<file path="config.mk">
export PLATFORM = sky130hd
export DESIGN_NAME = alu_op_arbiter
export DESIGN_NICKNAME = d
export VERILOG_FILES = /design/src/rtl/alu_op_arbiter.sv
export SDC_FILE = /design/constraint.sdc
export NUM_CORES = 1
export LEC_CHECK = 0
export BUFFER_PORTS_ARGS = -buffer_cell sky130_fd_sc_hd__buf_2
export CAP_MARGIN = 20
export CORE_MARGIN = 5
export CORE_UTILIZATION = 43
export DETAILED_ROUTE_END_ITERATION = 8
export GPL_TIMING_DRIVEN = 0
export PLACE_DENSITY_LB_ADDON = 0.15
export SLEW_MARGIN = 25
export SYNTH_ARGS = -nofsm -noshare
export SYNTH_HDL_FRONTEND = slang
export SYNTH_SLANG_ARGS = --single-unit
</file>
<file path="constraint.sdc">
create_clock -name clk -period 1.9 [get_ports clk]
set_input_delay 0.095 -clock clk [delete_from_list [all_inputs] [get_ports clk]]
set_output_delay 0.095 -clock clk [all_outputs]
set_load 0.05 [all_outputs]
</file>
<file path="src/rtl/alu_op_arbiter.sv">
// Two-client round-robin arbiter and sequencer in front of the shared ALU core.
// Issues one operation at a time, waits for done or timeout, returns the result and keeps status counters.
module alu_op_arbiter #(
    parameter int unsigned TIMEOUT = 64
) (
    input  logic        clk,
    input  logic        rst,

    input  logic [1:0]  req_valid,
    output logic [1:0]  req_ready,
    input  logic [31:0] req0_a,
    input  logic [31:0] req0_b,
    input  logic [2:0]  req0_op,
    input  logic [31:0] req1_a,
    input  logic [31:0] req1_b,
    input  logic [2:0]  req1_op,

    output logic [1:0]  resp_valid,
    input  logic [1:0]  resp_ready,
    output logic [31:0] resp_c,
    output logic        resp_err,
    output logic        resp_timeout,

    output logic        alu_start,
    output logic [31:0] alu_a,
    output logic [31:0] alu_b,
    output logic [2:0]  alu_op,
    input  logic        alu_done,
    input  logic [31:0] alu_c,
    input  logic        alu_err,

    output logic [15:0] cnt_ok,
    output logic [15:0] cnt_err,
    output logic [15:0] cnt_timeout
);

    localparam logic [1:0] S_IDLE  = 2'd0;
    localparam logic [1:0] S_ISSUE = 2'd1;
    localparam logic [1:0] S_WAIT  = 2'd2;
    localparam logic [1:0] S_RESP  = 2'd3;

    localparam logic [15:0] WAIT_LAST = 16'(TIMEOUT - 1);

    logic [1:0]  state;
    logic        last_grant;
    logic        owner;
    logic [31:0] a_r;
    logic [31:0] b_r;
    logic [2:0]  op_r;
    logic [15:0] wait_cnt;

    logic [1:0]  grant;
    logic        fire;
    logic        resp_hs;

    // On a tie the client that did not complete last wins; last_grant resets to 1 so client 0 wins first.
    always_comb begin
        grant = '0;
        case (req_valid)
            2'b01:   grant = 2'b01;
            2'b10:   grant = 2'b10;
            2'b11:   grant = last_grant ? 2'b01 : 2'b10;
            default: grant = '0;
        endcase
    end

    always_comb begin
        req_ready  = (state == S_IDLE) ? grant : '0;
        fire       = |req_ready;
        alu_start  = (state == S_ISSUE);
        resp_valid = '0;
        if (state == S_RESP) begin
            resp_valid = owner ? 2'b10 : 2'b01;
        end
        resp_hs    = (state == S_RESP) && (owner ? resp_ready[1] : resp_ready[0]);
    end

    assign alu_a  = a_r;
    assign alu_b  = b_r;
    assign alu_op = op_r;

    always_ff @(posedge clk) begin
        if (rst) begin
            state        <= S_IDLE;
            last_grant   <= 1'b1;
            owner        <= 1'b0;
            a_r          <= '0;
            b_r          <= '0;
            op_r         <= '0;
            wait_cnt     <= '0;
            resp_c       <= '0;
            resp_err     <= 1'b0;
            resp_timeout <= 1'b0;
        end else begin
            case (state)
                S_IDLE: begin
                    if (fire) begin
                        owner <= grant[1];
                        if (grant[1]) begin
                            a_r  <= req1_a;
                            b_r  <= req1_b;
                            op_r <= req1_op;
                        end else begin
                            a_r  <= req0_a;
                            b_r  <= req0_b;
                            op_r <= req0_op;
                        end
                        state <= S_ISSUE;
                    end
                end
                S_ISSUE: begin
                    wait_cnt <= '0;
                    state    <= S_WAIT;
                end
                S_WAIT: begin
                    wait_cnt <= wait_cnt + 16'd1;
                    // done takes priority over a coincident terminal count
                    if (alu_done) begin
                        resp_c       <= alu_c;
                        resp_err     <= alu_err;
                        resp_timeout <= 1'b0;
                        state        <= S_RESP;
                    end else if (wait_cnt == WAIT_LAST) begin
                        resp_c       <= '0;
                        resp_err     <= 1'b0;
                        resp_timeout <= 1'b1;
                        state        <= S_RESP;
                    end
                end
                S_RESP: begin
                    if (resp_hs) begin
                        last_grant <= owner;
                        state      <= S_IDLE;
                    end
                end
                default: state <= S_IDLE;
            endcase
        end
    end

    always_ff @(posedge clk) begin
        if (rst) begin
            cnt_ok      <= '0;
            cnt_err     <= '0;
            cnt_timeout <= '0;
        end else if (resp_hs) begin
            if (resp_timeout) begin
                if (cnt_timeout != '1) cnt_timeout <= cnt_timeout + 16'd1;
            end else if (resp_err) begin
                if (cnt_err != '1) cnt_err <= cnt_err + 16'd1;
            end else begin
                if (cnt_ok != '1) cnt_ok <= cnt_ok + 16'd1;
            end
        end
    end

endmodule

</file>
== Word level (Yosys, flattened, before mapping) ==
Cells that the tools add are included.

* Add/sub/neg operators: 4
* Bitwise gates (word level): 2
* Reductions and logical operators: 12
* Equal/unequal tests: 13
* Muxes and demuxes: 21

{| class="wikitable"
|+ Operators with widths
! cell !! count
|-
| 32-bit 2-to-1 mux || 4
|-
| 16-bit by 1-bit adder with 16-bit output (second input constant) || 4
|-
| 16-bit inequality test (second input constant) || 3
|-
| 16-bit case mux with 2 select lines || 1
|-
| 16-bit by 6-bit equality test with 1-bit output (second input constant) || 1
|-
| 2-bit 2-to-1 mux || 8
|-
| 2-bit equality test (second input constant) || 4
|-
| 2-bit case mux with 4 select lines || 1
|-
| 4-bit AND reduction || 2
|-
| 2-bit case mux with 3 select lines || 1
|-
| 2-bit AND reduction || 3
|-
| 3-bit AND reduction || 2
|-
| 1-bit 2-to-1 mux || 5
|-
| 2-bit by 1-bit equality test with 1-bit output (second input constant) || 2
|-
| 2-bit inequality test (second input constant) || 2
|-
| 2-bit nonzero test || 2
|-
| 3-bit 2-to-1 mux || 1
|-
| 3-bit inequality test (second input constant) || 1
|-
| 2-bit zero test || 1
|-
| 1-bit inverter || 2
|-
| 2-bit OR reduction || 1
|-
| 1-bit logical AND || 1
|}

* Output and inout port bits: 154
* Word-level logic and storage cells: 65
* Register bits after elaboration: 169
* Input port bits: 174

== Logic depth before layout (Yosys ltp) ==
* Depth in word-level cells: 6
* Mapped depth: 7
* Gate-level depth less buffers: 6

== Least setup slack after synthesis ==
No wires, ideal clock.

* Path kind: reg2reg
* Start point: reg cnt_ok[4]
* End point: reg cnt_ok[12]
* Path slack: -286 ps
* Cell stages (with the launch flop): 5
* Arrival time: 2063 ps
* Data required time: 1777 ps
* Cell sequence: dfxtp_1 > nand4_1 > or3_1 > nor4b_1 > mux2_1

* Longest elaborated chain between the ends: 2
* Elaborated cells on any way between the ends: 3
* Classes of those cells: 1 x add/sub; 1 x eq/ne; 1 x reduce/logical

{| class="wikitable"
|+ RTL lines
! element !! line !! source
|-
| start, declared || 32 || <nowiki>output logic [15:0] cnt_ok,</nowiki>
|-
| start signal, assigned || 152 || <nowiki>if (cnt_ok != '1) cnt_ok <= cnt_ok + 16'd1;</nowiki>
|-
| parallel branches: the longest is 2 deep, another holds 16-bit by 1-bit adder with 16-bit output || n/a ||
|}

Parallel ways; which one is timed is not known.
A chain may end at the register's enable or synchronous reset.

== Worst setup path in the final report ==
* Start point: reg wait_cnt[11]
* End point: reg resp_c[14]

* Longest elaborated chain between the ends: 3

{| class="wikitable"
|+ RTL lines
! element !! line !! source
|-
| start, declared || 50 || <nowiki>logic [15:0] wait_cnt;</nowiki>
|-
| start signal, assigned || 116 || <nowiki>wait_cnt <= wait_cnt + 16'd1;</nowiki>
|-
| 16-bit by 6-bit equality test with 1-bit output || 123 || <nowiki>end else if (wait_cnt == WAIT_LAST) begin</nowiki>
|-
| 2-bit nonzero test (no source line) || n/a ||
|-
| 2-bit AND reduction (no source line) || n/a ||
|-
| end signal, assigned || 119 || <nowiki>resp_c <= alu_c;</nowiki>
|-
| end, declared || 20 || <nowiki>output logic [31:0] resp_c,</nowiki>
|}

No other way between the ends.

==> metrics.cfg <==
[clocking]
clock-sinks=169
cts_tree=built
path_clk_slew_ns=0.07
clock-root-buffer=clkbuf_16
clockBufferDepth=2
h-tree-depth=4
cts_made_buffers=17
clock_latency_ns=0.43

[global_routing]
met2_usage_pct=41.7
antenna_found_initial=6
grt_util_all_layers_pct=24.8
grt_max_degree=17
grt_pass1_vias=7651
grt_pass1_wl_um=40300
use_met1_pct=30.3
grt-ovfl-total=0
grt.busiest_layer=met2
met3_usage_pct=7.09

[timing]
skew_ns=0.0171
hold_violations=0
rsz0062_at_grt=yes
setup_viol=31
relSlewSlack_pct=52.2
max_freq_ghz=0.506
layout_setup_ws_ns=-0.0775
finalCritPeriodShare_pct=104
tightest_slew_ns=0.717
setup-tns-final_ns=-1.72
fin_crit_ns=1.98
whs_ns=0.00757
timing_max_transition_violations_final=0

[setup_path]
cp-start-kind=flip-flop
worstPathArrival_ns=2.29
cp_max_fo=5
end_kind=flip-flop
reg2reg_depth=6
critPathRequiredTime_ns=2.21
rr_startpoint=wait_cnt[11]
endpoint=resp_c[14]
r2r-end=resp_c[14]
critPathKind=reg -> reg
critical_path.startpoint=wait_cnt[11]
reg2reg_slack_ns=-0.08

[die]
dieWidth_um=142
rows=48
initial_core_util_pct=43.7
io-pin-count=328
fp.dieH_um=142
coreArea_um2=17200
dieArea_um2=20300

[place]
dp_worst_setup_slack_ns=-0.545
gp_congestion=0.851
port_buffers=327
dp_hpwl_um=19400
place_inst=1351

[drt]
ant_nets=0
drc=0
vias=7851
wl_um=26500
first_pass_iters=7
routed_wire_length_per_instance_um=18.1
drt_iter0_drc=285
viasPerCell=5.37

[power]
p_per_area_nw_per_um2=1200
p_leak_nw=4.91
peakVddDrop_mv=0.863
total_power_mw=13.3

[cells_and_area]
fin_cells=1461
final_layout_size_suffix_gt1_share_pct=41.2
area_delta_synth_final_pct=47.4
nFillCells=1451
nets=1400

[outcome]
outcome=finished with violations
violations=negative setup slack

[logic_synthesis]
synth-seq-cells=169
ys_types=61
syn_area_um2=7540
syn_nets=982
synth-main-ff-cell=dfxtp_1
ys_seq_area_share_pct=44.9
yosysWarningCount=0
synthArstFlopShare_pct=0
synth_edf_count=0
synth_area_per_cell_um2=9.44
synthCells=799

[flow_run]
maxCapViolations=0

[hold_path]
min_path_type=in -> reg

==> synth_stat cells, types with 11 or more instances <==
| master | n | area share (%) |
|---|---|---|
| a211oi_1 | 71 | 7.1 |
| a21oi_1 | 39 | 2.6 |
| a22o_1 | 33 | 3.8 |
| clkbuf_1 | 39 | 1.9 |
| dfxtp_1 | 169 | 45 |
| inv_1 | 20 | 1.0 |
| mux2_1 | 11 | 1.6 |
| mux2i_1 | 70 | 9.3 |
| nand2_1 | 26 | 1.3 |
| nand3_1 | 21 | 1.4 |
| nand4_1 | 17 | 1.4 |
| nor2_1 | 96 | 4.8 |
| nor2b_1 | 13 | 1.1 |
| nor4_1 | 14 | 1.2 |
| o21ai_0 | 11 | 0.73 |
| o31ai_1 | 20 | 2.0 |
| or4_1 | 20 | 2.0 |
==> sequential cells by signal, summed over array words and instances (netlist names) <==
signal and flops:
alu_a 32, alu_b 32, alu_op 3, cnt_err 16, cnt_ok 16, cnt_timeout 16
last_grant 1, owner 1, resp_c 32, resp_err 1, resp_timeout 1, state 2
wait_cnt 16
==> placed cells by master, fill, tap and decap left out, drive strengths merged, types with 9 or more instances in the layout <==
| cell type | count |
|---|---|
| clkbuf | 53 |
| buf | 370 |
| o31ai | 20 |
| ha | 9 |
| nand2 | 26 |
| dlygate4sd3 | 47 |
| a211oi | 71 |
| nor2b | 13 |
| nand3 | 22 |
| inv | 29 |
| nand4 | 17 |
| mux2 | 12 |
| a22o | 33 |
| or3 | 10 |
| o21ai | 12 |
| nor4 | 15 |
| a21oi | 41 |
| dfxtp | 169 |
| nor2 | 96 |
| or4 | 22 |
| mux2i | 70 |
==> worst max-delay path, cell delays in order, from the launching register on <==
cell	delay (ns)
dfxtp_2	0.33
or4_4	0.53
o41ai_4	0.32
buf_4	0.20
a21oi_4	0.10
buf_6	0.18
a22o_1	0.20
==> final cells by class <==
class	instances	area, µm²	share of cell area (%)
Multi-Input combinational cell	558	4100	36.8
Sequential cell	169	3460	31.1
Buffer	50	288	2.59
Inverter	20	75.1	0.675
Antenna cell	6	15.0	0.135
Clock buffer	19	443	3.98
Clock inverter	13	130	1.17
Tap cell	225	282	2.53
Timing Repair Buffer	401	2330	21.0
==> power by group <==
| group | switching [mW] | total (mW) | internal [mW] |
|---|---|---|---|
| logic | 3.79 | 5.35 | 1.56 |
| registers | 0.361 | 4.51 | 4.15 |
| clock network | 1.55 | 3.43 | 1.88 |
==> what timing repair did <==
| item | CTS | global route |
|---|---|---|
| cloned | 4 | 0 |
| endpoints found under the setup margin | 139 | 142 |
| hold buffers | 47 | 0 |
| gates resized for setup | 58 | 57 |
| hold endpoints to repair | 47 | 0 |
| setup buffers | 10 | 14 |
| pin swaps | 34 | 15 |
==> layer usage <==
| metal | up-vias | part of all wire (%) |
|---|---|---|
| met4 | 2 | 2.0 |
| met3 | 36 | 6.8 |
| met5 | - | 0.042 |
| met1 | 3713 | 41 |
| li1 | 3842 | - |
| met2 | 258 | 50 |
==> kinds of logic after synthesis <==
kind of cell    Yosys count  share of synthesized area [%]
compound gates          201                           19.4
xor+xnor                 11                           1.28
fa+ha+maj                 9                           1.49
buf+inv                  73                           4.10
flops                   169                           44.9
mux                      82                           11.1
simple gates            254                           17.7
==> through the flow <==
| stage | utilization [%] | cell area (µm²) |
|---|---|---|
| floorplan | - | 7620 |
| CTS | 63.0 | 10900 |
| detailed placement | 55.3 | 9540 |
| global route | 64.5 | 11100 |
| finish | 64.5 | 11100 |
| global placement | 55.3 | 9540 |
==> how the worst min path moves through the flow <==
stage               slack, ns  depth (start not counted)            to        from
floorplan                0.20                          1  resp_timeout    alu_done
global placement         0.30                          2  resp_timeout    alu_done
detailed placement       0.31                          2    resp_c[20]   alu_c[20]
CTS                     0.001                          3     alu_a[11]  req1_a[11]
global route             0.01                          3     alu_a[17]  req0_a[17]
finish                  0.008                          3     alu_a[19]  req1_a[19]
Power figures use the tool's default switching activity.
